$ cat config.mk
export PLATFORM = sky130hd
export DESIGN_NAME = mult_bus_driver_flat
export DESIGN_NICKNAME = d
export VERILOG_FILES = /design/src/rtl/mult_bus_if.sv /design/src/rtl/mult_bus_driver.sv /design/src/flat_wrapper.sv
export SDC_FILE = /design/constraint.sdc
export NUM_CORES = 1
export LEC_CHECK = 0
export ABC_CLOCK_PERIOD_IN_PS = 3300
export CORE_ASPECT_RATIO = 1.75
export CORE_MARGIN = 3
export CORE_UTILIZATION = 35
export CTS_CLUSTER_SIZE = 10
export DETAILED_ROUTE_END_ITERATION = 10
export GPL_ROUTABILITY_DRIVEN = 0
export RECOVER_POWER = 25
export SKIP_CTS_REPAIR_TIMING = 1
export SLEW_MARGIN = 20
export SYNTH_ARGS = -nofsm -noshare
export SYNTH_HDL_FRONTEND = slang
export SYNTH_SLANG_ARGS = --single-unit
$ cat constraint.sdc
create_clock -name clock -period 3.3 [get_ports clock]
set_clock_uncertainty 0.15 [all_clocks]
set_input_delay 0.495 -clock clock [delete_from_list [all_inputs] [get_ports clock]]
set_output_delay 0.495 -clock clock [all_outputs]
set_load 0.01 [all_outputs]
$ cat src/rtl/mult_bus_if.sv
// Shared bus between the multiply driver and the external multiplier.
// The master drives control and load data; the slave returns status and read data.
interface mult_bus_if #(
  parameter int n = 8
);
  logic [1:0]   func;
  logic         oe;
  logic         start;
  logic         ready;
  logic         data_drive;
  logic [n-1:0] data_out;
  logic [n-1:0] data_in;

  modport master (
    output func, oe, start, data_drive, data_out,
    input  ready, data_in
  );

  modport slave (
    input  func, oe, start, data_drive, data_out,
    output ready, data_in
  );
endinterface

$ cat src/rtl/mult_bus_driver.sv
// Sequences a multiply on a shared-bus multiplier: load both operands,
// push start, wait for completion and read the product back in two halves.
module mult_bus_driver #(
  parameter int n       = 8,
  parameter int HOLD    = 50000,
  parameter int SETTLE  = 2,
  parameter int TIMEOUT = 1000000
) (
  input  logic           clock,
  input  logic           reset,
  input  logic           req,
  input  logic [n-1:0]   a,
  input  logic [n-1:0]   b,
  output logic           busy,
  output logic           done,
  output logic           error,
  output logic [2*n-1:0] product,
  mult_bus_if.master     bus
);

  localparam int MAXC = (HOLD > TIMEOUT) ? HOLD : TIMEOUT;
  localparam int CW   = $clog2(MAXC + 1);
  localparam logic [CW-1:0] C_SET  = CW'(SETTLE - 1);
  localparam logic [CW-1:0] C_HOLD = CW'(HOLD - 1);
  localparam logic [CW-1:0] C_TO   = CW'(TIMEOUT - 1);

  typedef enum logic [3:0] {
    IDLE, LOAD_M, LOAD_Q, GAP, START,
    WAIT_BUSY, WAIT_DONE, READ_LO, READ_HI, FINISH
  } state_t;

  state_t         r_state;
  logic [CW-1:0]  r_cnt;
  logic [n-1:0]   r_a;
  logic [n-1:0]   r_b;
  logic [n-1:0]   r_lo;
  logic [2*n-1:0] r_prod;
  logic [1:0]     r_func;
  logic           r_oe;
  logic           r_start;
  logic           r_drive;
  logic           r_busy;
  logic           r_done;
  logic           r_error;

  logic           w_set_end;
  logic           w_hold_end;
  logic           w_to_end;
  logic [n-1:0]   w_dout;

  assign w_set_end  = (r_cnt == C_SET);
  assign w_hold_end = (r_cnt == C_HOLD);
  assign w_to_end   = (r_cnt == C_TO);
  assign w_dout     = (r_func == 2'b01) ? r_b : r_a;

  always_ff @(posedge clock) begin
    if (reset) begin
      r_state <= IDLE;
      r_cnt   <= '0;
      r_a     <= '0;
      r_b     <= '0;
      r_lo    <= '0;
      r_prod  <= '0;
      r_func  <= 2'b10;
      r_oe    <= 1'b0;
      r_start <= 1'b0;
      r_drive <= 1'b0;
      r_busy  <= 1'b0;
      r_done  <= 1'b0;
      r_error <= 1'b0;
    end else begin
      r_done  <= 1'b0;
      r_error <= 1'b0;
      // saturating advance; every transition below restarts it at zero
      r_cnt   <= (r_cnt == '1) ? r_cnt : r_cnt + 1'b1;
      unique case (r_state)
        IDLE: begin
          r_cnt <= '0;
          if (req) begin
            r_a     <= a;
            r_b     <= b;
            r_busy  <= 1'b1;
            r_func  <= 2'b00;
            r_drive <= 1'b1;
            r_state <= LOAD_M;
          end
        end
        LOAD_M: if (w_set_end) begin
          r_cnt   <= '0;
          r_func  <= 2'b01;
          r_state <= LOAD_Q;
        end
        LOAD_Q: if (w_set_end) begin
          r_cnt   <= '0;
          r_func  <= 2'b10;
          r_drive <= 1'b0;
          r_state <= GAP;
        end
        GAP: begin
          r_cnt   <= '0;
          r_start <= 1'b1;
          r_state <= START;
        end
        START: if (w_hold_end) begin
          r_cnt   <= '0;
          r_start <= 1'b0;
          r_state <= WAIT_BUSY;
        end
        WAIT_BUSY: if (!bus.ready || w_to_end) begin
          r_cnt   <= '0;
          r_state <= WAIT_DONE;
        end
        WAIT_DONE: begin
          if (bus.ready) begin
            r_cnt   <= '0;
            r_oe    <= 1'b1;
            r_state <= READ_LO;
          end else if (w_to_end) begin
            r_cnt   <= '0;
            r_error <= 1'b1;
            r_busy  <= 1'b0;
            r_state <= IDLE;
          end
        end
        READ_LO: if (w_set_end) begin
          r_cnt   <= '0;
          r_lo    <= bus.data_in;
          r_func  <= 2'b11;
          r_state <= READ_HI;
        end
        // product updates together with done so it never shows a half result
        READ_HI: if (w_set_end) begin
          r_cnt   <= '0;
          r_prod  <= {bus.data_in, r_lo};
          r_oe    <= 1'b0;
          r_func  <= 2'b10;
          r_done  <= 1'b1;
          r_state <= FINISH;
        end
        FINISH: begin
          r_cnt   <= '0;
          r_busy  <= 1'b0;
          r_state <= IDLE;
        end
        default: r_state <= IDLE;
      endcase
    end
  end

  assign busy           = r_busy;
  assign done           = r_done;
  assign error          = r_error;
  assign product        = r_prod;
  assign bus.func       = r_func;
  assign bus.oe         = r_oe;
  assign bus.start      = r_start;
  assign bus.data_drive = r_drive;
  assign bus.data_out   = w_dout;

endmodule

$ cat src/flat_wrapper.sv
// flat-port wrapper written by rule: the top's interface ports become plain ports
module mult_bus_driver_flat 
#(
  parameter int n       = 8,
  parameter int HOLD    = 50000,
  parameter int SETTLE  = 2,
  parameter int TIMEOUT = 1000000
)
  (clock, reset, req, a, b, busy, done, error, product, bus_func, bus_oe, bus_start, bus_data_drive, bus_data_out, bus_ready, bus_data_in);
  mult_bus_if #(.n(n)) bus_i ();
  input  logic clock;
  input  logic reset;
  input  logic req;
  input  logic [n-1:0] a;
  input  logic [n-1:0] b;
  output logic busy;
  output logic done;
  output logic error;
  output logic [2*n-1:0] product;
  output wire logic [$bits(bus_i.func)-1:0] bus_func;
  output wire logic [$bits(bus_i.oe)-1:0] bus_oe;
  output wire logic [$bits(bus_i.start)-1:0] bus_start;
  output wire logic [$bits(bus_i.data_drive)-1:0] bus_data_drive;
  output wire logic [$bits(bus_i.data_out)-1:0] bus_data_out;
  input wire logic [$bits(bus_i.ready)-1:0] bus_ready;
  input wire logic [$bits(bus_i.data_in)-1:0] bus_data_in;
  assign bus_func = bus_i.func;
  assign bus_oe = bus_i.oe;
  assign bus_start = bus_i.start;
  assign bus_data_drive = bus_i.data_drive;
  assign bus_data_out = bus_i.data_out;
  assign bus_i.ready = bus_ready;
  assign bus_i.data_in = bus_data_in;
  mult_bus_driver #(.n(n), .HOLD(HOLD), .SETTLE(SETTLE), .TIMEOUT(TIMEOUT)) u_core (.clock(clock), .reset(reset), .req(req), .a(a), .b(b), .busy(busy), .done(done), .error(error), .product(product), .bus(bus_i));
endmodule
==> impl_metrics.yaml, run 1 <==
setup_path:
  endpoint: "bus_data_out[0]"
  critPathMaxFanout: 8
  r2r_end: "u_core.product[7]$_SDFFE_PP0P_"
  crit_slowest_cell: "clkdlybuf4s50_1"
  cp_num_buf_inv: 1
  critPathKind: "flop to primary output"
  cp_top_family: "buffers and inverters"
  cp-end-kind: "primary output"
  reg2regPathDepth: 5
  critical_path.startpoint: "u_core.bus.func[1]$_SDFFE_PP1P_"
  r2r_slack_ps: 780
  path_cells: "nand2b_1 -> mux2_2 -> clkdlybuf4s50_1"
  crit_arrival_ps: 1910
  cpPeakStageDelay_ps: 480
  cp.depth: 3
  required_ps: 2650
  worst_setup_path_start_kind: "flop"
  r2r-start: "u_core.r_cnt[5]$_SDFF_PP0_"
clocking:
  cts_tree: "done"
  insertion_delay_ps: 330
  cts_made_buffers: 9
  clk_path_buf_depth: 2
  cts-root-buf: "clkbuf_16"
  cts_max_level: 3
  clock-sinks: 72
  path_clk_slew_ps: 50
floorplan:
  die_y_um: 136.2
  initial_core_util_pct: 36.56
  core_region_area_um2: 9266
  top_level_ports: 60
  design.die.area_um2: 10940
  die_x_um: 80.38
  rows: 46
sta:
  fin_crit_sh_pct: 77.36
  final-setup-viol-count: 0
  maxSlewHeadroom_pct: 30.49
  setup-tns-final_ps: 0
  hold_viol: 0
  rsz0062_at_grt: "false"
  tightest_slew_ps: 1039
  fin_hold_ws_ps: 302.5
  timing.final.crit_period_ps: 2553
  setup_ws_ps: 747.0
  slew_viol_final: 0
  max_freq_mhz: 391.7
placement:
  dpl.hpwl_mm: 6.066
  place.port_buffers: 59
  place_area_um2: 4061
  dp_cells: 528
  post-place-ws_ps: 763.4
logic_synthesis:
  synth-edff-count: 0
  yosysSeqAreaShare_pct: 42.54
  synth_top_area_cell: "dfxtp_1"
  synth_seq_cells: 72
  yosysWarnings: 0
  post-synth-top-area-fraction_pct: 42.54
  synth.area.top_cells: "dfxtp_1 43%, a22o_1 4.9%, nand2_1 4.9%, a21oi_1 3.8%, a211oi_1 3.3%"
  synth_ff_type: "dfxtp_1"
  syn_nets: 398
  avgSynthCellArea_um2: 9.207
  synth_cell_types: 59
  synth_area_um2: 3388
  synth_cells: 368
  ys_async_sr_fraction_pct: 0
pwr:
  clock_power_share_pct: 37.4
  p_sw_share_pct: 29.68
  pwr-share-comb_pct: 22.9
  p_per_area_nw_per_um2: 591.4
  power.total_mw: 2.576
  switching_power_uw: 764.4
  seqPwrFrac_pct: 39.7
  internal-power_mw: 1.811
  ir_drop_mv: 0.3670
  p_leak_nw: 1.610
routing:
  drt_first_pass_iters: 4
  via_per_inst: 5.346
  route.vias.total: 2908
  drt_first_iter_violations: 115
  drc: 0
  wl_per_cell_um: 15.57
  totalWireLength_mm: 8.469
  ant_nets: 0
grt:
  grt_antenna_before_repair: 0
  grt_max_degree: 38
  track_usage_pct: 16.17
  grt_pass1_vias: 2904
  grt_pass1_wl_mm: 13.74
  grt.overflow.total: 0
job:
  maxCapViolations: 0
final_layout:
  final_cells: 544
  final_core_util_pct: 47.00
  n_antenna_cell: 0
  final_cell_area_um2: 4355
  areaGrowthSynthToFinish_pct: 28.55
  nets: 449
  drive_above_1_share_pct: 11.32
hold_path:
  hold_path_class: "flop to flop"
run_status:
  status: "finished clean"
[area by class of cell]
cell class                 instances  area (um2)
sequential                        72        1441
multi-input combinational        264        1800
clock inverter                     7       81.33
fill                             913        4911
inverter                           7       26.28
timing repair buffer              65       630.6
tap                              120       150.1
clock buffer                       9       225.2
[tightest hold or removal path, delay by kind of cell (launching register included)]
kind,cells,cell delay [ps]
simple gates,1,50
flops,1,300
compound gates,1,50
[flip-flops by register name (all words and copies together), names as in the netlist]
signal and flops:
u_core.r_cnt 20, u_core.product 16, u_core.r_a 8, u_core.r_b 8
u_core.r_lo 8, u_core.r_state 4, u_core.bus.func 2, u_core.bus.data_drive 1
u_core.bus.oe 1, u_core.bus.start 1, u_core.busy 1, u_core.done 1
u_core.error 1
[layer usage]
| layer | part of all wire (%) | up-vias | GRT usage (%) |
|---|---|---|---|
| li1 | - | 1460 | - |
| met1 | 41 | 1365 | 17.43 |
| met2 | 52 | 64 | 28.27 |
| met3 | 4.5 | 19 | 4.045 |
| met4 | 2.9 | 0 | 8.835 |
| met5 | 0 | - | 0 |
[worst min path at each step]
stage / from / end / slack [ps] / cells past startpoint
4_1_cts: u_core.r_b[0]$_SDFFE_PP0P_ / u_core.r_b[0]$_SDFFE_PP0P_ / 300 / 2
6_report: u_core.r_a[3]$_SDFFE_PP0P_ / u_core.r_a[3]$_SDFFE_PP0P_ / 300 / 2
5_1_grt: u_core.r_b[3]$_SDFFE_PP0P_ / u_core.r_b[3]$_SDFFE_PP0P_ / 320 / 2
3_5_place_dp: u_core.r_b[0]$_SDFFE_PP0P_ / u_core.r_b[0]$_SDFFE_PP0P_ / 290 / 2
3_3_place_gp: u_core.r_b[2]$_SDFFE_PP0P_ / u_core.r_b[2]$_SDFFE_PP0P_ / 290 / 2
2_1_floorplan: u_core.r_a[0]$_SDFFE_PP0P_ / u_core.r_a[0]$_SDFFE_PP0P_ / 280 / 2
[cell usage after synthesis, types with 4 or more instances]
cell / number
xnor2_1: 8
nor4_1: 4
a21oi_1: 26
nor2_1: 19
inv_1: 7
a211oi_1: 15
o211ai_1: 4
a22o_1: 19
clkbuf_1: 16
dfxtp_1: 72
nand4_1: 4
buf_2: 5
or2_2: 4
nand2_1: 44
nand3_1: 12
xor2_1: 8
and3_1: 7
o21ai_0: 8
and2_1: 5
mux2_2: 8
mux2i_1: 11
a31oi_1: 4
[power by group through the flow]
stage | sequential [mW] | clock [mW] | combinational (mW)
after detailed placement | 1.04 | 0 | 0.604
final | 1.02 | 0.964 | 0.589
after global placement | 1.04 | 0 | 0.600
after floorplan | 1.01 | 0 | 0.419
after global routing | 1.03 | 1.03 | 0.656
after CTS | 1.02 | 1.00 | 0.607
[cells in the final DEF (no fill, tap or decap), drive strengths merged, types with 11 or more instances in the layout]
| master | Yosys | routed |
|---|---|---|
| clkdlybuf4s50 | 0 | 34 |
| a211oi | 15 | 15 |
| nand2 | 45 | 45 |
| dlygate4sd3 | 0 | 24 |
| dfxtp | 72 | 72 |
| nand3 | 13 | 13 |
| a22o | 19 | 19 |
| nor2 | 20 | 20 |
| a21oi | 26 | 26 |
| mux2i | 11 | 11 |
[cells by family (layout without fill, tap and decap cells)]
kind of cell | after synthesis | after routing | share of synthesized area (%)
simple gates | 131 | 131 | 21.93
compound gates | 96 | 96 | 20.79
flops | 72 | 72 | 42.54
buf+inv | 32 | 88 | 3.951
mux | 19 | 19 | 5.909
xor+xnor | 16 | 16 | 4.136
fa+ha+maj | 2 | 2 | 0.7384
(Power assumes the default switching activity.)
==> run 2, diff against run 1 <==
Settings changed: ABC_CLOCK_PERIOD_IN_PS 3300 to 2600.
Clock period 3.3 ns to 2.6 ns, I/O delays scaled along.
==> run 2 against run 1 <==
Wire length up 3.8%. Worst setup slack worse by 610 ps. Hold slack better by 0.57 ps. Combinational power up 31%. Cell area up 1.9%. Global-route usage up 0.76 points.
==> impl_metrics.yaml, run 2 (synthesis gave the netlist of run 1 again) <==
run_status:
  status: "finished clean"
final_layout:
  drive_above_1_share_pct: 13.23
  nets: 456
  largest-register: "u_core.r_cnt"
  mostFrequentLayoutCells: "72 x dfxtp_1, 44 x nand2_1, 34 x clkdlybuf4s50_1, 26 x a21oi_1, 24 x dlygate4sd3_1"
  areaGrowthSynthToFinish_pct: 30.98
  final_common_cell: "dfxtp_1"
  largest_reg_flops: 20
  n_antenna_cell: 0
pwr:
  pwr-share-comb_pct: 22.7
  p_sw_share_pct: 29.12
  internal-power_mw: 2.407
  p_leak_nw: 1.655
  switching_power_uw: 988.8
  clock_power_share_pct: 39.3
  p_per_area_nw_per_um2: 765.2
  seqPwrFrac_pct: 38.0
  ir_drop_mv: 0.3437
setup_path:
  path_cells: "nand2b_1 -> mux2_2 -> clkdlybuf4s50_1"
  reg2regPathDepth: 7
  cp.depth: 3
  crit_slowest_cell: "clkdlybuf4s50_1"
  critPathMaxFanout: 8
  critPathKind: "flop to primary output"
  cp_top_family: "buffers and inverters"
  cp-end-kind: "primary output"
  crit_arrival_ps: 1920
  cp_num_buf_inv: 1
  required_ps: 2060
  cpPeakStageDelay_ps: 490
  worst_setup_path_start_kind: "flop"
routing:
  met2_length_mm: 4.534
  top_layer: "met4"
  wl_per_cell_um: 15.95
  drt_first_iter_violations: 147
  route.vias.total: 2965
  drc: 0
  wl_met3_um: 395
  drt_first_pass_iters: 4
  totalWireLength_mm: 8.787
  via_per_inst: 5.381
  m1WireLength_mm: 3.601
  ant_nets: 0
clocking:
  cts_made_buffers: 9
  path_clk_slew_ps: 60
  cts_tree: "done"
  clk_path_buf_depth: 2
  cts_max_level: 3
  cts-root-buf: "clkbuf_16"
  clock-sinks: 72
  insertion_delay_ps: 330
sta:
  fin_crit_sh_pct: 94.67
  setup-tns-final_ps: 0
  maxSlewHeadroom_pct: 55.13
  rsz0062_at_grt: "false"
  slew_viol_final: 0
  fin_hold_ws_ps: 303.0
  max_freq_mhz: 406.3
  final-setup-viol-count: 0
  timing.final.crit_period_ps: 2461
  tightest_slew_ps: 672.3
  hold_viol: 0
hold_path:
  whs_path_depth: 2
  hold_path_class: "flop to flop"
floorplan:
  die_y_um: 136.2
  die_x_um: 80.38
  core_region_area_um2: 9266
  initial_core_util_pct: 36.56
  design.die.area_um2: 10940
  top_level_ports: 60
  rows: 46
grt:
  grt_max_degree: 30
  grt_pass1_vias: 3029
  grt_pass1_wl_mm: 14.44
  grt.overflow.total: 0
  grt_antenna_before_repair: 0
  track_usage_pct: 16.93
job:
  maxCapViolations: 0
placement:
  dpl.hpwl_mm: 6.320
  place.port_buffers: 59
[run 2: per-stage QoR]
stage	setup WS [ps]	util (%)	instance area [um2]	power [mW]	cells
after detailed placement	128.9	44.40	4114	2.098	535
after floorplan	525.7	-	3388	1.809	368
after CTS	97.22	47.92	4441	3.450	551
after global placement	214.2	44.40	4114	2.089	535
after global routing	8.892	47.89	4438	3.568	551
final	138.5	47.89	4438	3.396	551
[run 2: layer usage]
layer	global-route usage (%)	vias to the layer above
li1	-	1474
met1	18.09	1397
met2	29.89	74
met4	8.177	0
met5	0	-
met3	4.841	20
[run 2: final timing paths]
kind | end | slack (ps) | from
max reg2reg | u_core.r_cnt[4]$_SDFF_PP0_ | 230 | u_core.r_state[1]$_SDFFE_PP0P_
min | u_core.r_b[6]$_SDFFE_PP0P_ | 300 | u_core.r_b[6]$_SDFFE_PP0P_
max | bus_data_out[0] | 140 | u_core.bus.func[1]$_SDFFE_PP1P_
min reg2reg | u_core.r_b[6]$_SDFFE_PP0P_ | 300 | u_core.r_b[6]$_SDFFE_PP0P_
[run 2: power by group through the flow]
stage / clock [mW] / sequential [mW] / combinational, mW
after floorplan: 0 / 1.28 / 0.531
after global placement: 0 / 1.31 / 0.777
after detailed placement: 0 / 1.32 / 0.779
after CTS: 1.37 / 1.29 / 0.785
after global routing: 1.41 / 1.31 / 0.850
final: 1.33 / 1.29 / 0.770
[run 2: area by class of cell]
cell class	instances	area [um2]
clock buffers	9	225.2
clock inverters	7	101.3
fillers	884	4828
inverters	7	26.28
multi-input cells	264	1810
flip-flops and latches	72	1441
well taps	120	150.1
repair buffers	72	683.2
[run 2: tightest hold or removal path, cell delays in order (launching register included)]
cell,delay [ps]
dfxtp_1,300
nand2_1,50
a21oi_1,50
==> run 3, diff against run 2 <==
--- a/config.mk
+++ b/config.mk
@@ -13,2 +13,3 @@
 export DETAILED_ROUTE_END_ITERATION = 10
+export DONT_BUFFER_PORTS = 1
 export GPL_ROUTABILITY_DRIVEN = 0
==> constraint.sdc (replaced) <==
create_clock -name clock -period 2.6 [get_ports clock]
set_clock_uncertainty 0.15 [all_clocks]
set_input_delay 0.26 -clock clock [delete_from_list [all_inputs] [get_ports clock]]
set_output_delay 0.26 -clock clock [all_outputs]
set_load 0.01 [all_outputs]
==> run 3 against run 2 <==
Worst setup slack improved by 140 ps. Core utilization fell by 3.3 points. Clock-buffer cell count did not move. Global-route usage fell by 1.1 points. Maximum frequency rose by 6.2%. First-iteration DRC count rose by 14%. Critical endpoint is now u_core.r_state[2]$_SDFFE_PP0P_.
==> impl_metrics.yaml, run 3 (synthesis gave the netlist of run 1 again) <==
final_layout:
  fill_cells: 884
  nets: 418
  n_antenna_cell: 0
  areaGrowthSynthToFinish_pct: 21.97
  drive_above_1_share_pct: 12.98
  mostFrequentLayoutCells: "72 x dfxtp_1, 44 x nand2_1, 26 x a21oi_1, 26 x dlygate4sd3_1, 19 x a22o_1"
  largest-register: "u_core.r_cnt"
  largest_reg_flops: 20
  multiInputGateArea_um2: 1809
  final_common_cell: "dfxtp_1"
  seq_area_um2: 1441
routing:
  drc: 0
  wl_per_cell_um: 17.11
  via_per_inst: 5.692
  totalWireLength_mm: 8.775
  route.vias.total: 2920
  ant_nets: 0
  drt_first_pass_iters: 4
  drt_first_iter_violations: 168
job:
  maxCapViolations: 0
floorplan:
  die_x_um: 80.38
  top_level_ports: 60
  core_region_area_um2: 9266
  die_y_um: 136.2
  initial_core_util_pct: 36.56
  rows: 46
  design.die.area_um2: 10940
sta:
  fin_crit_sh_pct: 89.15
  hold_viol: 0
  final-setup-viol-count: 0
  max_freq_mhz: 431.4
  rsz0062_at_grt: "false"
  timing.final.crit_period_ps: 2318
  setup-tns-final_ps: 0
  maxSlewHeadroom_pct: 45.10
  tightest_slew_ps: 802.7
  slew_viol_final: 0
setup_path:
  r2r_slack_ps: 280
  critPathKind: "flop to flop"
  critPathMaxFanout: 23
  worst_setup_path_start_kind: "flop"
  cp-end-kind: "flop"
  crit_arrival_ps: 2430
  required_ps: 2720
placement:
  place.port_buffers: 0
  dpl.hpwl_mm: 5.887
grt:
  grt_pass1_wl_mm: 13.39
  grt_max_degree: 56
  grt.overflow.total: 0
  grt_pass1_vias: 2789
  grt_antenna_before_repair: 0
  track_usage_pct: 15.83
run_status:
  status: "finished clean"
clocking:
  path_clk_slew_ps: 60
  clock-sinks: 72
  insertion_delay_ps: 340
  cts_max_level: 3
  cts_made_buffers: 9
  cts_tree: "done"
  cts-root-buf: "clkbuf_16"
  clk_path_buf_depth: 2
pwr:
  power.total_mw: 3.447
  p_leak_nw: 1.476
  p_per_area_nw_per_um2: 834.1
  ir_drop_mv: 0.3605
hold_path:
  hold_path_class: "input pin to flop"
run 3: cell types whose count changed in the layout (fill, tap and decap cells not counted):
cell	change
dlygate4sd3_1	+2
buf_12	+1
buf_4	-7
bufinv_16	+1
inv_8	+1
buf_16	+1
clkinv_4	+2
clkinvlp_4	-2
buf_2	-1
inv_6	-2
clkdlybuf4s50_1	-34
a2111oi_1	-1
a2111oi_0	+1
run 3: per-layer routing:
layer	track usage (%)	vias up	routed length [um]
met5	0	-	0
li1	-	1396	-
met3	4.841	15	498
met1	16.13	1420	3359
met2	28.32	89	4707
met4	8.271	0	211
run 3: through the flow:
| stage | instance area [um2] | worst slack [ps] | util [%] | hold slack, ps | std cells |
|---|---|---|---|---|---|
| finish | 4133 | 282.1 | 44.60 | 7.009 | 513 |
| global route | 4133 | 118.6 | 44.60 | 7.244 | 513 |
| CTS | 3849 | 264.8 | 41.53 | -164.7 | 486 |
| detailed placement | 3496 | 286.4 | 37.73 | 192.2 | 470 |
| global placement | 3496 | 328.2 | 37.73 | 188.8 | 470 |
| floorplan | 3388 | 525.7 | - | 187.2 | 368 |
run 3: path summary, 6_finish.rpt:
path	start	endpoint	cells past startpoint
max reg2reg	u_core.r_cnt[5]$_SDFF_PP0_	u_core.r_state[2]$_SDFFE_PP0P_	6
max	u_core.r_cnt[5]$_SDFF_PP0_	u_core.r_state[2]$_SDFFE_PP0P_	6
min	reset	u_core.r_state[3]$_SDFFE_PP0P_	2
min reg2reg	u_core.r_b[2]$_SDFFE_PP0P_	u_core.r_b[2]$_SDFFE_PP0P_	2
run 3: power breakdown:
part / total (mW) / internal [mW] / switching (mW)
Combinational: 0.680 / 0.290 / 0.390
Sequential: 1.31 / 1.20 / 0.109
Clock: 1.46 / 0.950 / 0.506
Total: 3.45 / 2.44 / 1.01
run 3: area by class of cell:
cell class,instances,area share (%)
clock inverter,7,3.088
clock buffer,9,5.450
tap,120,3.633
multi-input combinational,264,43.78
inverter,7,0.6358
timing repair buffer,34,8.538
sequential,72,34.88
run 3: worst max-delay path, cell delays in order (launching register included):
cell	delay [ps]
dfxtp_1	390
nor4_2	400
nand4_2	270
o221a_4	370
nor3_2	260
buf_12	210
mux2i_1	200
